<file path="src/rtl/serial_adder_n.sv">
// rtl/serial_adder_n.sv - digit-serial adder/subtractor with valid/ready handshakes
// Ripple slice processes DIGIT bits per cycle; carry is held in a register between digits.

module serial_adder_slice #(
  parameter int DIGIT = 1
) (
  input  logic [DIGIT-1:0] x,
  input  logic [DIGIT-1:0] y,
  input  logic             ci,
  output logic [DIGIT-1:0] s,
  output logic             co,
  output logic             msb_ci
);

  logic [DIGIT:0] c;

  assign c[0] = ci;

  for (genvar i = 0; i < DIGIT; i++) begin : g_bit
    assign s[i]   = x[i] ^ y[i] ^ c[i];
    assign c[i+1] = (x[i] & y[i]) | (c[i] & (x[i] ^ y[i]));
  end

  assign co     = c[DIGIT];
  // Carry into the top bit of the digit; on the last digit this is the MSB carry-in for overflow.
  assign msb_ci = c[DIGIT-1];

endmodule

module serial_adder_n #(
  parameter int WIDTH = 8,
  parameter int DIGIT = 1
) (
  input  logic             clk,
  input  logic             rst,
  input  logic             in_valid,
  output logic             in_ready,
  input  logic [WIDTH-1:0] a,
  input  logic [WIDTH-1:0] b,
  input  logic             cin,
  input  logic             sub,
  output logic             out_valid,
  input  logic             out_ready,
  output logic [WIDTH-1:0] sum,
  output logic             cout,
  output logic             ovf,
  output logic             busy
);

  localparam int N  = WIDTH / DIGIT;
  localparam int CW = (N > 1) ? $clog2(N) : 1;

  typedef enum logic [1:0] {IDLE, RUN, DONE} state_t;

  state_t           state_q, state_d;
  logic [WIDTH-1:0] a_q, a_d;
  logic [WIDTH-1:0] b_q, b_d;
  logic [WIDTH-1:0] sum_q, sum_d;
  logic [CW-1:0]    cnt_q, cnt_d;
  logic             carry_q, carry_d;
  logic             cout_q, cout_d;
  logic             ovf_q, ovf_d;

  logic [DIGIT-1:0] dig_sum;
  logic             dig_co;
  logic             dig_msb_ci;

  serial_adder_slice #(.DIGIT(DIGIT)) u_slice (
    .x      (a_q[DIGIT-1:0]),
    .y      (b_q[DIGIT-1:0]),
    .ci     (carry_q),
    .s      (dig_sum),
    .co     (dig_co),
    .msb_ci (dig_msb_ci)
  );

  always_comb begin
    state_d = state_q;
    a_d     = a_q;
    b_d     = b_q;
    sum_d   = sum_q;
    cnt_d   = cnt_q;
    carry_d = carry_q;
    cout_d  = cout_q;
    ovf_d   = ovf_q;
    case (state_q)
      IDLE: begin
        if (in_valid) begin
          // Subtract is A + ~B + 1: invert B here and seed the carry with 1.
          a_d     = a;
          b_d     = b ^ {WIDTH{sub}};
          carry_d = sub ? 1'b1 : cin;
          cnt_d   = '0;
          sum_d   = '0;
          state_d = RUN;
        end
      end
      RUN: begin
        sum_d[int'(cnt_q)*DIGIT +: DIGIT] = dig_sum;
        carry_d = dig_co;
        a_d     = a_q >> DIGIT;
        b_d     = b_q >> DIGIT;
        cnt_d   = cnt_q + CW'(1);
        if (cnt_q == CW'(N - 1)) begin
          cout_d  = dig_co;
          ovf_d   = dig_msb_ci ^ dig_co;
          state_d = DONE;
        end
      end
      DONE: begin
        if (out_ready) state_d = IDLE;
      end
      default: state_d = IDLE;
    endcase
  end

  always_ff @(posedge clk) begin
    if (rst) begin
      state_q <= IDLE;
      a_q     <= '0;
      b_q     <= '0;
      sum_q   <= '0;
      cnt_q   <= '0;
      carry_q <= 1'b0;
      cout_q  <= 1'b0;
      ovf_q   <= 1'b0;
    end else begin
      state_q <= state_d;
      a_q     <= a_d;
      b_q     <= b_d;
      sum_q   <= sum_d;
      cnt_q   <= cnt_d;
      carry_q <= carry_d;
      cout_q  <= cout_d;
      ovf_q   <= ovf_d;
    end
  end

  assign in_ready  = (state_q == IDLE);
  assign busy      = (state_q == RUN);
  assign out_valid = (state_q == DONE);
  assign sum       = sum_q;
  assign cout      = cout_q;
  assign ovf       = ovf_q;

endmodule

</file>
<file path="config.mk">
export PLATFORM = sky130hd
export DESIGN_NAME = serial_adder_n
export DESIGN_NICKNAME = d
export VERILOG_FILES = /design/src/rtl/serial_adder_n.sv
export SDC_FILE = /design/constraint.sdc
export NUM_CORES = 1
export LEC_CHECK = 0
export ABC_AREA = 1
export CAP_MARGIN = 20
export CORE_ASPECT_RATIO = 0.9
export CORE_UTILIZATION = 50
export CTS_CLUSTER_SIZE = 12
export DETAILED_ROUTE_END_ITERATION = 12
export GPL_TIMING_DRIVEN = 0
export PLACE_DENSITY = 0.85
export SYNTH_ARGS = -nofsm -noshare
export SYNTH_HDL_FRONTEND = slang
export SYNTH_SLANG_ARGS = --single-unit
</file>
<file path="constraint.sdc">
create_clock -name clk -period 2.1 [get_ports clk]
set_input_delay 0.315 -clock clk [delete_from_list [all_inputs] [get_ports clk]]
set_output_delay 0.315 -clock clk [all_outputs]
set_load 0.02 [all_outputs]
</file>
==> results.tsv <==
stage	metric	value	unit
status	outcome	finished, final reports clean	
route	dr.first_iter.drc_count	78	
clock_network	numCtsBuffers	5	
grt	grt_pass1_wl	6160	um
critical_path	cp-start-kind	register	
yosys	yosysWarnings	0	
floorplanning	initial_core_util	0.528	
pwr	internal_power	0.914	mW
timing	final.setup.tns	0	ps
hold_path	hold_start	sub	
route	wl_per_cell	10.9	um
grt	grt_pass1_vias	1467	
grt	overflow	0	
clock_network	clockBufferDepth	2	
pwr	seqPwrFrac	0.517	
critical_path	cp.required	1780	ps
timing	slew_viol_final	0	
pwr	power.share.clock	0.288	
layout	final_common_cell	nand2_1	
floorplanning	rows	19	
critical_path	ff2ff_path_depth	9	
pwr	p_leak	0.850	nW
timing	finalHoldViolCount	0	
floorplanning	die_w	62.0	um
pwr	powerDensity	617	nW/um^2
layout	syn2layout_area_growth	27.5	%
layout	drive_above_1_share	0.0578	
floorplanning	core	3070	sq um
yosys	ys_ff_latch	32	
critical_path	crit_path_end_kind	output pin	
timing	min_period	1890	ps
pwr	p_total	1.27	mW
clock_network	clkSinkCount	32	
timing	rsz0062_at_grt	false	
critical_path	crit_type	register to output pin	
route	drc	0	
floorplanning	io_pins	35	
critical_path	arrival	1580	ps
layout	nets	303	
clock_network	path_clk_slew	100	ps
hold_path	hp-class	primary input to register	
layout	final_cells	319	
job	maxCapViolations	0	
placed_design	dp_cells	311	
clock_network	clk_latency	330	ps
pwr	net-switching-power	0.360	mW
route	vias	1597	
pwr	switching_share	0.283	
critical_path	worstReg2RegStart	cnt_q[0]	
yosys	avgSynthCellArea	6.86	sq um
placed_design	dp_hpwl	2530	um
clock_network	cts-root-buf	clkbuf_4	
yosys	netlist_area	1620	sq um
route	finalWirelength	3490	um
timing	max_slew.worst_pin.slew	467	ps
timing	relSlewSlack	0.688	
critical_path	rr_endpoint	sum[0]	
clock_network	post_cts_buffers	0	
critical_path	worstPathMaxFanout	10	
yosys	synth_seq_area_share	0.396	
timing	hold_ws	448	ps
grt	grt_use_total	0.238	
yosys	ys_types	22	
critical_path	ff2ff_setup_slack	250	ps
route	routed_via_density	5.01	
floorplanning	die_h	56.0	um
layout	antennaDiodeCount	0	
timing	fin_skew	5.92	ps
grt	antenna_found_initial	0	
layout	mostFrequentLayoutCells	nand2_1, dfxtp_1, clkdlybuf4s50_1	
clock_network	tritoncts	yes	
clock_network	htreeDepth	2	
placed_design	place_congestion	0.883	
hold_path	min_to	b_q[2]	
pwr	pwr-share-comb	0.195	
grt	grt_max_degree	11	
route	firstDrtPassIters	4	
hold_path	holdPathStages	4	
timing	period_share	0.901	
placed_design	port_buffers	33	
floorplanning	die_area	3470	sq um
timing	fmax	528	MHz
layout	finalCoreUtilization	0.673	
yosys	syn_nets	263	
yosys	synth_cells	236	
timing	setup_viol	0	
route	ant_nets	0	
pwr	peakVddDrop	402	uV
==> kinds of logic after synthesis <==
kind of cell	count (synthesis)	synth area share
buffers and inverters	31	0.0843
adders and majority gates	5	0.0433
xor gates and xnor gates	9	0.0487
DFF	32	0.396
AOI/OAI and AO/OA	33	0.117
and+or+nand+nor	126	0.311
==> timing repair <==
action                                  in CTS  in global routing
resized for setup                            2                  0
endpoints found under the setup margin       1                  0
hold buffers                                 0                  0
==> worst max-delay path by stage <==
stage / start / endpoint / slack, ps
final: state_q[0] / busy / 210
after global placement: state_q[0] / busy / 260
after CTS: state_q[1] / out_valid / 200
after global routing: cnt_q[0] / sum[5] / 90
after floorplan: cnt_q[0] / sum[0] / 500
after detailed placement: state_q[0] / busy / 260
==> critical path, stage by stage, from the launching register on <==
cell           delay, ps
dfxtp_1              420
inv_1                100
nor2_4               170
buf_4                210
dlygate4sd2_1        340
==> cell usage after synthesis (all sizes together) <==
library cell,n,share of area
inv,21,0.049
fa,1,0.012
nor3,2,0.0062
nand4,2,0.0077
clkbuf,2,0.0046
nand3,14,0.043
buf,8,0.031
a21oi,15,0.046
ha,4,0.031
o21ai,4,0.012
nand2,81,0.19
dfxtp,32,0.40
a22oi,4,0.019
a21boi,1,0.0046
a31oi,9,0.035
xor2,8,0.043
nor2,27,0.064
xnor2,1,0.0054
==> state kept, by name, indices dropped and copies added, names as in the netlist <==
register / count
carry_q: 1
b_q: 8
a_q: 8
cout: 1
state_q: 2
ovf: 1
cnt_q: 3
sum: 8
==> power groups by stage <==
stage	clock (mW)	sequential [mW]	combinational, mW
finish	0.367	0.659	0.249
global route	0.397	0.662	0.280
CTS	0.372	0.658	0.248
detailed placement	0	0.672	0.247
global placement	0	0.671	0.243
floorplan	0	0.673	0.152
==> layout make-up <==
| type | instances | area, sq um |
|---|---|---|
| fill | 277 | 1000 |
| multi-input combinational | 173 | 846 |
| sequential | 32 | 641 |
| timing repair buffer | 33 | 329 |
| inverter | 21 | 78.8 |
| clock buffer | 8 | 58.8 |
| buffer | 10 | 57.6 |
| tap | 42 | 52.6 |
==> per-stage QoR <==
step | instance area (sq um) | setup WS [ps]
global route | 2060 | 93.8
floorplan | 1620 | 501
global placement | 2000 | 256
CTS | 2060 | 200
finish | 2060 | 208
detailed placement | 2000 | 258
==> routing by layer <==
metal  part of all wire  up-vias  track usage
met5                  0        -            0
met4              0.011        0       0.0984
met3              0.063        4       0.0651
met2               0.46       52        0.362
met1               0.47      711        0.313
li1                   -      830            -
(Power assumes the default switching activity.)
